### config.mk
export PLATFORM = sky130hd
export DESIGN_NAME = systolic_feed_scheduler
export DESIGN_NICKNAME = d
export VERILOG_FILES = /design/src/rtl/systolic_feed_scheduler.sv
export SDC_FILE = /design/constraint.sdc
export NUM_CORES = 2
export LEC_CHECK = 0
export ABC_AREA = 1
export CAP_MARGIN = 5
export CORE_MARGIN = 2
export CORE_UTILIZATION = 60
export DETAILED_ROUTE_END_ITERATION = 6
export GPL_TIMING_DRIVEN = 0
export PLACE_DENSITY = 0.8
export SKIP_LAST_GASP = 1
export SLEW_MARGIN = 25
export SYNTH_ARGS = -nofsm -noshare
export SYNTH_HDL_FRONTEND = slang
export SYNTH_SLANG_ARGS = --single-unit
### constraint.sdc
create_clock -name clk -period 4 [get_ports clk]
set_clock_uncertainty 0.15 [all_clocks]
set_input_delay 0.8 -clock clk [delete_from_list [all_inputs] [get_ports clk]]
set_output_delay 0.8 -clock clk [all_outputs]
set_load 0.01 [all_outputs]
### src/rtl/systolic_feed_scheduler.sv
// Feeds one 4x4 multiply into systolic_array: stores A/B, streams skewed rows/columns, waits for done.
// Optional run-cycle counter is built only when SYSTOLIC_PERF_CNT_EN is defined.
module systolic_feed_scheduler #(
  parameter int DW      = 32,
  parameter int TIMEOUT = 16
) (
  input  logic          clk,
  input  logic          rst,
  input  logic          wr_en,
  input  logic          wr_sel,
  input  logic [3:0]    wr_addr,
  input  logic [DW-1:0] wr_data,
  input  logic          start,
  input  logic          arr_done,
  output logic          arr_rst,
  output logic [DW-1:0] inp_west0,
  output logic [DW-1:0] inp_west4,
  output logic [DW-1:0] inp_west8,
  output logic [DW-1:0] inp_west12,
  output logic [DW-1:0] inp_north0,
  output logic [DW-1:0] inp_north1,
  output logic [DW-1:0] inp_north2,
  output logic [DW-1:0] inp_north3,
  output logic          busy,
  output logic          done,
  output logic          timeout,
  output logic [15:0]   perf_cycles
);

  // state | meaning
  // IDLE  | accepts writes and start; array out of reset, streams zero
  // CLEAR | one-cycle array reset pulse, clears timeout
  // FEED  | t = 0..6, skewed operand streams
  // DRAIN | waits for arr_done, down-counter bounds the wait
  // DONE  | one-cycle done pulse
  typedef enum logic [2:0] {S_IDLE, S_CLEAR, S_FEED, S_DRAIN, S_DONE} state_t;

  localparam int CW = $clog2(TIMEOUT + 1);

  state_t          state_q, state_d;
  logic [2:0]      t_q, t_d;
  logic [CW-1:0]   cnt_q, cnt_d;
  logic            to_set;

  logic [DW-1:0]   a_q [16];
  logic [DW-1:0]   b_q [16];

  logic [DW-1:0]   west_q [4];
  logic [DW-1:0]   west_d [4];
  logic [DW-1:0]   north_q [4];
  logic [DW-1:0]   north_d [4];
  logic            arr_rst_q, arr_rst_d;
  logic            busy_q, busy_d;
  logic            done_q, done_d;
  logic            timeout_q, timeout_d;
  logic [2:0]      off_w, off_n;

  always_ff @(posedge clk) begin
    if (rst) begin
      for (int k = 0; k < 16; k++) begin
        a_q[k] <= '0;
        b_q[k] <= '0;
      end
    end else if (wr_en && (state_q == S_IDLE)) begin
      if (wr_sel) b_q[wr_addr] <= wr_data;
      else        a_q[wr_addr] <= wr_data;
    end
  end

  always_ff @(posedge clk) begin
    if (rst) begin
      state_q <= S_IDLE;
      t_q     <= '0;
      cnt_q   <= '0;
    end else begin
      state_q <= state_d;
      t_q     <= t_d;
      cnt_q   <= cnt_d;
    end
  end

  always_comb begin
    state_d = state_q;
    t_d     = t_q;
    cnt_d   = cnt_q;
    to_set  = 1'b0;
    unique case (state_q)
      S_IDLE:  if (start) state_d = S_CLEAR;
      S_CLEAR: begin
        state_d = S_FEED;
        t_d     = '0;
      end
      S_FEED: begin
        if (t_q == 3'd6) begin
          state_d = S_DRAIN;
          cnt_d   = CW'(TIMEOUT - 1);
        end else begin
          t_d = t_q + 3'd1;
        end
      end
      // arr_done is checked first so it wins over the terminal count
      S_DRAIN: begin
        if (arr_done) begin
          state_d = S_DONE;
        end else if (cnt_q == '0) begin
          state_d = S_DONE;
          to_set  = 1'b1;
        end else begin
          cnt_d = cnt_q - CW'(1);
        end
      end
      S_DONE:  state_d = S_IDLE;
      default: state_d = S_IDLE;
    endcase
  end

  // Outputs are derived from the next state so the registered copies line up with it
  always_comb begin
    arr_rst_d = (state_d == S_CLEAR);
    busy_d    = (state_d == S_CLEAR) || (state_d == S_FEED) || (state_d == S_DRAIN);
    done_d    = (state_d == S_DONE);
    timeout_d = timeout_q;
    if (state_d == S_CLEAR) timeout_d = 1'b0;
    else if (to_set)        timeout_d = 1'b1;
    off_w = '0;
    off_n = '0;
    for (int i = 0; i < 4; i++) begin
      west_d[i]  = '0;
      north_d[i] = '0;
      if (state_d == S_FEED) begin
        off_w = t_d - 3'(i);
        if ((t_d >= 3'(i)) && (off_w <= 3'd3)) west_d[i] = a_q[{2'(i), off_w[1:0]}];
        off_n = t_d - 3'(i);
        if ((t_d >= 3'(i)) && (off_n <= 3'd3)) north_d[i] = b_q[{off_n[1:0], 2'(i)}];
      end
    end
  end

  always_ff @(posedge clk) begin
    if (rst) begin
      arr_rst_q <= 1'b1;
      busy_q    <= 1'b0;
      done_q    <= 1'b0;
      timeout_q <= 1'b0;
      for (int k = 0; k < 4; k++) begin
        west_q[k]  <= '0;
        north_q[k] <= '0;
      end
    end else begin
      arr_rst_q <= arr_rst_d;
      busy_q    <= busy_d;
      done_q    <= done_d;
      timeout_q <= timeout_d;
      for (int k = 0; k < 4; k++) begin
        west_q[k]  <= west_d[k];
        north_q[k] <= north_d[k];
      end
    end
  end

  assign arr_rst    = arr_rst_q;
  assign busy       = busy_q;
  assign done       = done_q;
  assign timeout    = timeout_q;
  assign inp_west0  = west_q[0];
  assign inp_west4  = west_q[1];
  assign inp_west8  = west_q[2];
  assign inp_west12 = west_q[3];
  assign inp_north0 = north_q[0];
  assign inp_north1 = north_q[1];
  assign inp_north2 = north_q[2];
  assign inp_north3 = north_q[3];

`ifdef SYSTOLIC_PERF_CNT_EN
  logic [15:0] perf_q;

  always_ff @(posedge clk) begin
    if (rst)                                  perf_q <= '0;
    else if ((state_q == S_IDLE) && start)    perf_q <= '0;
    else if (busy_q && (perf_q != 16'hFFFF))  perf_q <= perf_q + 16'd1;
  end

  assign perf_cycles = perf_q;
`else
  assign perf_cycles = 16'h0000;
`endif

endmodule

==> reports/metrics.csv <==
stage,metric,value,unit
cts,cts-root-buf,clkbuf_16,
route,vias,42800,
setup_path,critical_path.max_stage_delay,0.79,ns
cts,cts_tree,built,
layout,final_cell_area,0.0640,mm^2
route,routed_wl,164,mm
outcome,outcome,finished with violations,
timing,hold_viol,0,
cts,numCtsBuffers,133,
floorplan,fp-row-count,110,
hold_path,min_path_type,input pin to register,
setup_path,crit_type,register to register,
place,dpl-instance-area,0.0597,mm^2
floorplan,ios,318,
place,preCtsSetupSlack,-0.362,ns
floorplan,fp.coreArea,0.0903,mm^2
grt,overflow,0,
setup_path,critPathSlowestCell,o21ai_4,
route,antenna_left,0,
timing,tightest_slew,1.28,ns
yosys,ys_warn_count,0,
timing,rsz0062_at_grt,false,
cts,clk_pin_slew_worst_paths,0.06,ns
route,route.detailed.drc,2,
route,drtPass1Iterations,7,
route,drt-initial-drc-count,6817,
floorplan,design.die.area,0.0938,mm^2
grt,grt_pass1_vias,40800,
floorplan,die_w,306,um
yosys,syn_inst,5953,
power,leakagePower,28.0,nW
yosys,yosys_register_bits,1295,
floorplan,initial_utilization,60.7,%
cts,cts_htree_levels,4,
timing,setup_ws,0.166,ns
cts,clock_latency,0.76,ns
route,via_per_inst,5.57,
layout,drive_gt1_share,6.91,%
setup_path,cp-start-kind,register,
timing,relSlewSlack,14.6,%
place,port_buffers,300,
yosys,syn_area,0.0548,mm^2
place,dpl.hpwl,114,mm
power,ir_drop,0.000441,V
route,avgRoutedWirePerCell,21.3,um
setup_path,cpMostUsedCell,ha_1,
setup_path,reg2reg_slack,0.17,ns
layout,final_nets,6466,
setup_path,endpoint_kind,register,
outcome,violations,design-rule violations,
grt,antenna_found_initial,8,
timing,max_freq,261,MHz
yosys,avgSynthCellArea,9.21,um^2
yosys,ys_seq_area_share,66.0,%
yosys,async_reset_ff_share,0,%
grt,grt_pass1_wl,240,mm
timing,min_period,3.83,ns
setup_path,crit_fanout,19,
setup_path,required,4.48,ns
flow_run,max-cap-violations,0,
grt,grt_usage,34.7,%
yosys,synth_cell_type_count,30,
cts,clock_sinks,1295,
timing,period_share,95.8,%
cts,clock_path_buffers,3,
layout,areaGrowthSynthToFinish,16.8,%
setup_path,arrival,4.31,ns
grt,grt_max_degree,33,
floorplan,fp.dieH,306,um
yosys,synth_edf_count,1024,
timing,setup_viol,0,
timing,slew_violations,0,
setup_path,crit_chain,"inv_1, ha_1, nand2_1, nand3_1, nand2_1, nand2_2, clkbuf_4, ha_1, ha_1, o21ai_4, buf_2, nor2_1",
power,power.density,485,mW/mm^2
place,gp_congestion,1.02,
yosys,ys.flop_type,edfxtp_1,
[cell type report]
class / instances / area [um^2]
diodes: 7 / 17.5
plain buffers: 418 / 1890
clock buffers: 177 / 3760
clock inverters: 62 / 482
fillers: 6298 / 26300
inverters: 705 / 2650
multi-input cells: 3548 / 14300
flip-flops and latches: 1295 / 36200
well taps: 1176 / 1470
repair buffers: 311 / 3270
[metrics by stage]
| step | power (mW) | cells | hold WS (ns) | setup TNS [ns] | util [%] |
|---|---|---|---|---|---|
| global route | 31.8 | 7692 | 0.222 | 0 | 70.9 |
| global placement | 18.8 | 7444 | 0.294 | -569.66 | 65.7 |
| floorplan | 17.5 | 5968 | 0.294 | 0 | - |
| finish | 31.0 | 7699 | 0.220 | 0 | 70.9 |
| CTS | 30.8 | 7692 | 0.197 | 0 | 70.8 |
| detailed placement | 18.9 | 7453 | 0.291 | -92.55 | 66.1 |
[critical path, delay by kind of cell, from the launching register on]
family,cells,cell delay (ns)
buffers and inverters,3,0.83
DFF,1,0.39
AOI/OAI and AO/OA,1,0.79
and+or+nand+nor,5,0.74
adders and majority gates,3,0.81
[synthesized netlist by cell type (3+ instances only)]
| cell | count | area (um^2) |
|---|---|---|
| a21oi_1 | 8 | 40.0 |
| buf_1 | 19 | 71.3 |
| buf_2 | 139 | 696 |
| buf_4 | 33 | 248 |
| clkbuf_1 | 229 | 860 |
| dfxtp_1 | 271 | 5430 |
| edfxtp_1 | 1024 | 30700 |
| ha_1 | 12 | 150 |
| inv_1 | 701 | 2630 |
| inv_2 | 4 | 15.0 |
| nand2_1 | 1709 | 6410 |
| nand2_2 | 3 | 18.8 |
| nand3_1 | 270 | 1350 |
| nand3_2 | 3 | 30.0 |
| nand3b_1 | 66 | 495 |
| nor2_1 | 1379 | 5180 |
| nor2_2 | 3 | 18.8 |
| o21ai_0 | 68 | 340 |
[metal layers]
| layer | global-route usage [%] | up-vias | part of all wire, % |
|---|---|---|---|
| met5 | 0 | - | 0.0049 |
| met4 | 22.5 | 2 | 7.2 |
| met3 | 9.59 | 545 | 14 |
| met2 | 53.5 | 3166 | 45 |
| met1 | 43.2 | 19800 | 34 |
| li1 | - | 19300 | - |
[state kept, by name, summed over array words and instances, names as in the netlist]
register	count
done	1
t_q	3
arr_rst	1
timeout	1
west_q	128
a_q	512
north_q	128
b_q	512
busy	1
state_q	3
cnt_q	5
[kinds of logic (layout without fill, tap and decap cells)]
group | after synthesis | in the layout | synth area share (%)
simple gates | 3439 | 3439 | 24.7
flops | 1295 | 1295 | 66.0
buf+inv | 1125 | 1673 | 8.25
compound gates | 81 | 81 | 0.762
fa+ha+maj | 12 | 12 | 0.274
other cells | 1 | 23 | 0.00684
[worst paths after layout]
check / end / depth (start not counted) / from
worst max-delay path: west_q[0][3] / 12 / t_q[0]
worst min-delay path: t_q[2] / 2 / rst
worst min register to register: timeout / 2 / timeout
worst max register to register: west_q[0][3] / 12 / t_q[0]
[power breakdown]
part,switching (mW),internal [mW]
Combinational,2.90,0.941
Sequential,0.115,14.9
Clock,5.30,6.89
[repair_timing]
action                                  CTS  global route
endpoints found under the setup margin   65           135
pin swaps                                 0             1
hold buffers                              0             0
buffers inserted                          0             1
gates cloned                              0             0
resized for setup                         6            34
[cells in the final DEF, fill, tap and decap left out, types with 5 or more instances in the layout]
master | synthesis | routed
clkinv_2 | 0 | 25
clkbuf_1 | 229 | 244
nand2_2 | 3 | 34
ha_1 | 12 | 12
buf_4 | 33 | 34
clkinvlp_4 | 0 | 5
edfxtp_1 | 1024 | 1024
o21ai_1 | 0 | 8
clkbuf_16 | 0 | 142
nor2_2 | 3 | 11
buf_2 | 139 | 135
nor2_1 | 1379 | 1371
diode_2 | 0 | 7
buf_1 | 19 | 15
o21ai_0 | 68 | 59
clkinv_1 | 0 | 18
conb_1 | 1 | 16
clkbuf_2 | 0 | 16
dfxtp_1 | 271 | 271
buf_16 | 0 | 8
inv_1 | 701 | 701
clkdlybuf4s50_1 | 0 | 300
clkbuf_8 | 0 | 7
a21oi_1 | 8 | 8
nand3b_1 | 66 | 66
nand2_1 | 1709 | 1677
nand3_1 | 270 | 270
Power figures use the tool's default switching activity.
